==> src/rtl/dig_leds_mux.sv <==
// dig_leds_mux: memory-mapped seven-segment scan driver.
// Four bus registers (DATA, DP, BLANK, CTRL) drive a time-multiplexed
// digit scan with 16-level brightness PWM, whole-display blink and
// selectable pin polarity. Pin outputs are registered.
module dig_leds_mux #(
   parameter int          NDIG       = 8,
   parameter int          SCAN_DIV   = 100,
   parameter int          BLINK_DIV  = 5_000_000,
   parameter bit          ACTIVE_LOW = 1'b0,
   parameter logic [31:0] BASE_ADDR  = 32'hFFFF_F000
) (
   input  logic            dig_clk,
   input  logic            dig_rst_n,
   input  logic [31:0]     dig_addr,
   input  logic            dig_we,
   input  logic [31:0]     dig_wdata,
   output logic [31:0]     dig_rdata,
   output logic [NDIG-1:0] dig_en,
   output logic [7:0]      dig_dn
);

   localparam int IDX_W   = (NDIG > 1)      ? $clog2(NDIG)      : 1;
   localparam int SCAN_W  = (SCAN_DIV > 1)  ? $clog2(SCAN_DIV)  : 1;
   localparam int BLINK_W = (BLINK_DIV > 1) ? $clog2(BLINK_DIV) : 1;

   localparam logic [IDX_W-1:0]   IDX_LAST   = IDX_W'(NDIG - 1);
   localparam logic [SCAN_W-1:0]  SCAN_LOAD  = SCAN_W'(SCAN_DIV - 1);
   localparam logic [BLINK_W-1:0] BLINK_LOAD = BLINK_W'(BLINK_DIV - 1);

   // Polarity masks: XORed into the registered pins, reset values included.
   localparam logic [NDIG-1:0] EN_POL = {NDIG{ACTIVE_LOW}};
   localparam logic [7:0]      DN_POL = {8{ACTIVE_LOW}};

   typedef enum logic [1:0] {
      REG_DATA  = 2'd0,
      REG_DP    = 2'd1,
      REG_BLANK = 2'd2,
      REG_CTRL  = 2'd3
   } reg_sel_e;

   // Bus decode; byte-lane bits of the address play no part.
   logic     hit;
   reg_sel_e sel;
   logic     wr;
   logic     addr_lsb_unused;

   assign hit             = (dig_addr[31:4] == BASE_ADDR[31:4]);
   assign sel             = reg_sel_e'(dig_addr[3:2]);
   assign wr              = dig_we & hit;
   assign addr_lsb_unused = ^dig_addr[1:0];

   // Programmable state
   logic [31:0]     data_q;
   logic [NDIG-1:0] dp_q;
   logic [NDIG-1:0] blank_q;
   logic            ctrl_en_q;
   logic            ctrl_blink_q;
   logic [3:0]      bright_q;

   // Scan / PWM / blink timing state
   logic [SCAN_W-1:0]  scan_cnt;
   logic [IDX_W-1:0]   idx;
   logic [3:0]         pwm_q;
   logic [BLINK_W-1:0] blink_cnt;
   logic               blink_ph_q;

   // Per-digit views widened to the full 8-digit space for uniform indexing.
   logic [7:0]      dp_ext;
   logic [7:0]      blank_ext;
   logic [7:0][3:0] data_nib;
   logic [2:0]      cur;

   assign dp_ext    = 8'(dp_q);
   assign blank_ext = 8'(blank_q);
   assign data_nib  = data_q;
   assign cur       = 3'(idx);

   function automatic logic [6:0] hex_font(input logic [3:0] v);
      case (v)
         4'h0: hex_font = 7'h3F;
         4'h1: hex_font = 7'h06;
         4'h2: hex_font = 7'h5B;
         4'h3: hex_font = 7'h4F;
         4'h4: hex_font = 7'h66;
         4'h5: hex_font = 7'h6D;
         4'h6: hex_font = 7'h7D;
         4'h7: hex_font = 7'h07;
         4'h8: hex_font = 7'h7F;
         4'h9: hex_font = 7'h6F;
         4'hA: hex_font = 7'h77;
         4'hB: hex_font = 7'h7C;
         4'hC: hex_font = 7'h39;
         4'hD: hex_font = 7'h5E;
         4'hE: hex_font = 7'h79;
         4'hF: hex_font = 7'h71;
      endcase
   endfunction

   // Register file: a bus write to a hit address updates the selected register.
   // NOTE: sequential state uses non-blocking assignments so every flop samples pre-edge values.
   always_ff @(posedge dig_clk or negedge dig_rst_n) begin
      if (!dig_rst_n) begin
         data_q       <= '0;
         dp_q         <= '0;
         blank_q      <= '0;
         ctrl_en_q    <= 1'b1;
         ctrl_blink_q <= 1'b0;
         bright_q     <= 4'hF;
      end else if (wr) begin
         case (sel)
            REG_DATA:  data_q  <= dig_wdata;
            REG_DP:    dp_q    <= dig_wdata[NDIG-1:0];
            REG_BLANK: blank_q <= dig_wdata[NDIG-1:0];
            REG_CTRL: begin
               ctrl_en_q    <= dig_wdata[0];
               ctrl_blink_q <= dig_wdata[1];
               bright_q     <= dig_wdata[7:4];
            end
         endcase
      end
   end

   // Readback mux: unimplemented bits and non-hitting addresses read zero.
   // NOTE: a default is assigned first so no path leaves dig_rdata unassigned (no latch).
   always_comb begin
      dig_rdata = '0;
      if (hit) begin
         case (sel)
            REG_DATA:  dig_rdata = data_q;
            REG_DP:    dig_rdata = {24'h0, dp_ext};
            REG_BLANK: dig_rdata = {24'h0, blank_ext};
            REG_CTRL:  dig_rdata = {24'h0, bright_q, 2'b00, ctrl_blink_q, ctrl_en_q};
         endcase
      end
   end

   // Digit scan: dwell SCAN_DIV cycles per digit, index wraps at NDIG-1.
   always_ff @(posedge dig_clk or negedge dig_rst_n) begin
      if (!dig_rst_n) begin
         scan_cnt <= SCAN_LOAD;
         idx      <= '0;
      end else if (scan_cnt == '0) begin
         scan_cnt <= SCAN_LOAD;
         idx      <= (idx == IDX_LAST) ? '0 : idx + 1'b1;
      end else begin
         scan_cnt <= scan_cnt - 1'b1;
      end
   end

   // Free-running brightness PWM phase, wraps 15 -> 0.
   always_ff @(posedge dig_clk or negedge dig_rst_n) begin
      if (!dig_rst_n) pwm_q <= 4'h0;
      else            pwm_q <= pwm_q + 1'b1;
   end

   // Blink half-period timer; runs regardless of the BLINK control bit.
   always_ff @(posedge dig_clk or negedge dig_rst_n) begin
      if (!dig_rst_n) begin
         blink_cnt  <= BLINK_LOAD;
         blink_ph_q <= 1'b0;
      end else if (blink_cnt == '0) begin
         blink_cnt  <= BLINK_LOAD;
         blink_ph_q <= ~blink_ph_q;
      end else begin
         blink_cnt <= blink_cnt - 1'b1;
      end
   end

   // Lit decision and the pin pattern for the digit currently scanned.
   logic            lit;
   logic [NDIG-1:0] en_next;
   logic [7:0]      dn_next;

   always_comb begin
      en_next = '0;
      dn_next = '0;
      lit = ctrl_en_q & ~blank_ext[cur] & (pwm_q <= bright_q) & ~(ctrl_blink_q & blink_ph_q);
      if (lit) begin
         en_next[idx] = 1'b1;
         dn_next      = {dp_ext[cur], hex_font(data_nib[cur])};
      end
   end

   // Registered pins with polarity applied last.
   always_ff @(posedge dig_clk or negedge dig_rst_n) begin
      if (!dig_rst_n) begin
         dig_en <= EN_POL;
         dig_dn <= DN_POL;
      end else begin
         dig_en <= en_next ^ EN_POL;
         dig_dn <= dn_next ^ DN_POL;
      end
   end

endmodule

==> config.mk <==
export PLATFORM = sky130hd
export DESIGN_NAME = dig_leds_mux
export DESIGN_NICKNAME = d
export VERILOG_FILES = /design/src/rtl/dig_leds_mux.sv
export SDC_FILE = /design/constraint.sdc
export NUM_CORES = 1
export LEC_CHECK = 0
export ABC_CLOCK_PERIOD_IN_PS = 3400
export CAP_MARGIN = 40
export CORE_MARGIN = 3
export CORE_UTILIZATION = 45
export CTS_CLUSTER_SIZE = 16
export DETAILED_ROUTE_END_ITERATION = 6
export PLACE_DENSITY = 0.72
export SETUP_SLACK_MARGIN = 0.02
export SLEW_MARGIN = 30
export SYNTH_ARGS = -nofsm -noshare
export SYNTH_HDL_FRONTEND = slang
export SYNTH_SLANG_ARGS = --single-unit
==> constraint.sdc <==
create_clock -name dig_clk -period 3.4 [get_ports dig_clk]
set_clock_uncertainty 0.2 [all_clocks]
set_input_delay 0.34 -clock dig_clk [delete_from_list [all_inputs] [get_ports dig_clk]]
set_output_delay 0.34 -clock dig_clk [all_outputs]
set_load 0.01 [all_outputs]
==> flow_summary_export.csv <==
group,metric,value,unit
status,status,"finished clean",
final_layout,final_layout_size_suffix_gt1_share,22.0,%
sta,worst_slack,0.300,ns
placement,gp_congestion,0.781,
sta,final-hold-violation-count,0,
synthesis,synthCells,470,
die,core_area,11700,sq um
synthesis,synth-compound-area-share,4.21,%
critical_path,arrival,2.56,ns
final_layout,fillers,935,
sta,relSlewSlack,52.0,%
route,wirelength,12600,um
synthesis,synth.avg_cell_area,11.7,sq um
synthesis,synth-edff-count,0,
route,drc_errors,0,
synthesis,yosys.area_share.simple,17.1,%
sta,fin_crit,3.10,ns
placement,hpwl,9290,um
route,drtPass1Iterations,4,
synthesis,yosys_warnings,0,
route,ant_nets,0,
critical_path,critPathLaunchType,"input pin",
placement,dp_slack,0.232,ns
critical_path,crit_chain,"clkdlybuf4s50_1, nand4b_1, nor4_1, nand3_1, nor3_1, buf_4, and2_1, clkdlybuf4s50_1",
sta,post-route-period-util,91.2,%
synthesis,synth.area.mux_share,18.8,%
synthesis,synth_top_family_by_area,"multiplexers",
clocking,clk_latency,0.34,ns
synthesis,synthesis.area,5500,sq um
sta,tns,0,ns
sta,rsz0062_at_grt,"false",
synthesis,synth-seq-cells,108,
die,dieHeight,117,um
min_path,hp-class,"reg2reg",
final_layout,n_antenna_cell,0,
clocking,htreeDepth,3,
synthesis,async_flop_share,100,%
job,drv_cap,0,
route,wire_per_inst,17.3,um
synthesis,yosys.area_share.adder,3.64,%
clocking,cts_buffers,9,
route,drt_iter0_markers,329,
synthesis,synth-xor-area-share,3.35,%
critical_path,worstPathRequired,2.86,ns
clocking,cts_tree,"done",
clocking,clk_path_buf_depth,2,
synthesis,yosys_most_used_dff,"dfrtp_1",
die,initial_core_util,47.1,%
critical_path,worstPathMaxFanout,24,
global_route,grt_overflow,0,
sta,drv_slew,0,
die,pin_count,115,
route,vias,4022,
critical_path,max_stage_delay,0.55,ns
critical_path,critPathKind,"in2out",
power,vdd_drop_max,0.203,mV
power,p_per_area,349,nW/um^2
placement,io_buffers,112,
synthesis,ys_types,46,
synthesis,synth_seq_area_share,49.7,%
critical_path,rrSetupSlack,0.62,ns
global_route,antenna_found_initial,0,
global_route,grt_pass1_vias,4131,
synthesis,syn_nets,553,
die,num_rows,39,
route,routed_via_density,5.51,
global_route,grt_start_max_net_pins,109,
critical_path,critPathCaptureType,"primary output",
clocking,clock-sinks,108,
clocking,clock-root-buffer,"clkbuf_16",
die,dieArea,13600,sq um
final_layout,multi_input_area,2590,sq um
final_layout,final_net_count,665,
final_layout,fin_util,61.1,%
final_layout,syn_to_final_growth,29.6,%
power,p_leak,3.07,nW
final_layout,regArea,2730,sq um
die,die_w,117,um
sta,worst_pin_slew,0.714,ns
sta,max_freq,0.323,GHz
global_route,grt_pass1_wl,20500,um
global_route,grt_usage,19.6,%
clocking,path_clk_slew,0.07,ns
sta,setup_viol,0,
critical_path,slowest_stage,"clkdlybuf4s50_1",
critical_path,crit_top_cell,"clkdlybuf4s50_1",
## through the flow
stage | power (mW) | std cells | hold WS [ns] | cell area, sq um
4_1_cts | 2.51 | 730 | 0.269 | 7130
2_1_floorplan | 1.32 | 470 | -0.156 | 5500
3_5_place_dp | 1.43 | 713 | 0.253 | 6810
6_report | 2.48 | 730 | 0.263 | 7130
5_1_grt | 2.57 | 730 | 0.291 | 7130
3_3_place_gp | 1.43 | 712 | 0.247 | 6800
## cell families (layout without fill, tap and decap cells)
group | Yosys count | after routing
AOI/OAI and AO/OA | 37 | 37
xor gates and xnor gates | 21 | 21
adders and majority gates | 16 | 16
buffers and inverters | 43 | 160
DFF | 108 | 108
muxes | 79 | 79
and+or+nand+nor | 166 | 166
## state kept, by name (all words and copies together) (netlist names)
register	flops
data_nib	32
blink_cnt	23
blank_ext	8
dig_dn	8
dig_en	8
dp_ext	8
scan_cnt	7
bright_q	4
pwm_q	4
cur	3
blink_ph_q	1
ctrl_blink_q	1
ctrl_en_q	1
## layer usage
layer  global-route usage, %  vias up  routed length [um]
li1                        -     1897                   -
met1                    26.8     2026                5590
met2                    31.4       81                6340
met3                    2.85       18                 467
met4                    7.89        0                 251
met5                       0        -                   0
## area by class of cell
cell class	count	share of cell area (%)
inverters	19	1.00
repair buffers	125	17.4
clock buffers	10	3.35
multi-input cells	319	36.4
clock inverters	6	1.00
flip-flops and latches	108	38.3
well taps	143	2.51
## cells in the mapped netlist, drive strengths merged (7+ instances only)
| master | n | area share [%] |
|---|---|---|
| nand3 | 9 | 0.82 |
| nor2 | 25 | 1.7 |
| o21ai | 10 | 0.91 |
| xnor2 | 13 | 2.1 |
| buf | 11 | 1.0 |
| mux2i | 10 | 1.8 |
| a21oi | 11 | 1.0 |
| inv | 19 | 1.3 |
| nor3 | 9 | 0.82 |
| nor4 | 18 | 2.8 |
| and2 | 24 | 2.7 |
| ha | 16 | 3.6 |
| xor2 | 8 | 1.3 |
| nand2 | 38 | 2.6 |
| or4 | 7 | 1.1 |
| mux2 | 55 | 11 |
| or3 | 7 | 0.80 |
| clkbuf | 13 | 0.89 |
| nor2b | 8 | 0.91 |
| dfrtp | 86 | 39 |
| dfstp | 22 | 11 |
| mux4 | 14 | 5.7 |
## power breakdown
part           switching (mW)  internal, mW  leakage, nW  total [mW]
Combinational          0.0489        0.0736         1.51       0.123
Clock                   0.478         0.599        0.151        1.08
Sequential       0.0000000170          1.29         1.41        1.29
## cell usage in the layout (no fill, tap or decap), types with 7 or more instances in the layout
cell	synthesis	routed
nor4_1	14	13
nand2_1	38	38
nand3_1	9	9
o21ai_0	10	10
and2_1	24	24
dfstp_2	22	22
nor2_1	25	25
inv_1	19	19
mux2_2	54	54
clkdlybuf4s50_1	0	111
buf_4	0	10
mux2i_1	10	10
or3_1	7	7
nor3_1	9	9
ha_1	16	16
clkbuf_16	0	9
dfrtp_1	86	86
nor2b_1	8	8
xor2_1	8	8
xnor2_1	13	13
mux4_2	14	14
a21oi_1	11	11
## critical path, delay by kind of cell
family / cells / cell delay, ns
and+or+nand+nor: 5 / 0.98
buffers and inverters: 3 / 1.25
## path summary, 6_finish.rpt
path,from,end,depth (start not counted)
max,dig_addr[10],dig_rdata[8],8
max in group asynchronous,dig_rst_n,scan_cnt[5]$_DFF_PN1_,3
min in group asynchronous,dig_rst_n,blink_cnt[6]$_DFF_PN0_,3
min,scan_cnt[0]$_DFF_PN1_,scan_cnt[0]$_DFF_PN1_,1
min reg2reg,scan_cnt[0]$_DFF_PN1_,scan_cnt[0]$_DFF_PN1_,1
max reg2reg,cur[0]$_DFFE_PN0P_,dig_dn[5]$_DFF_PN0_,8
## what timing repair did
item,4_1_cts,5_1_grt
hold buffers,1,0
gates resized for setup,0,0
setup buffers,0,0
endpoints found under the hold margin,86,0
No activity file was read; power rests on OpenSTA's default activity.
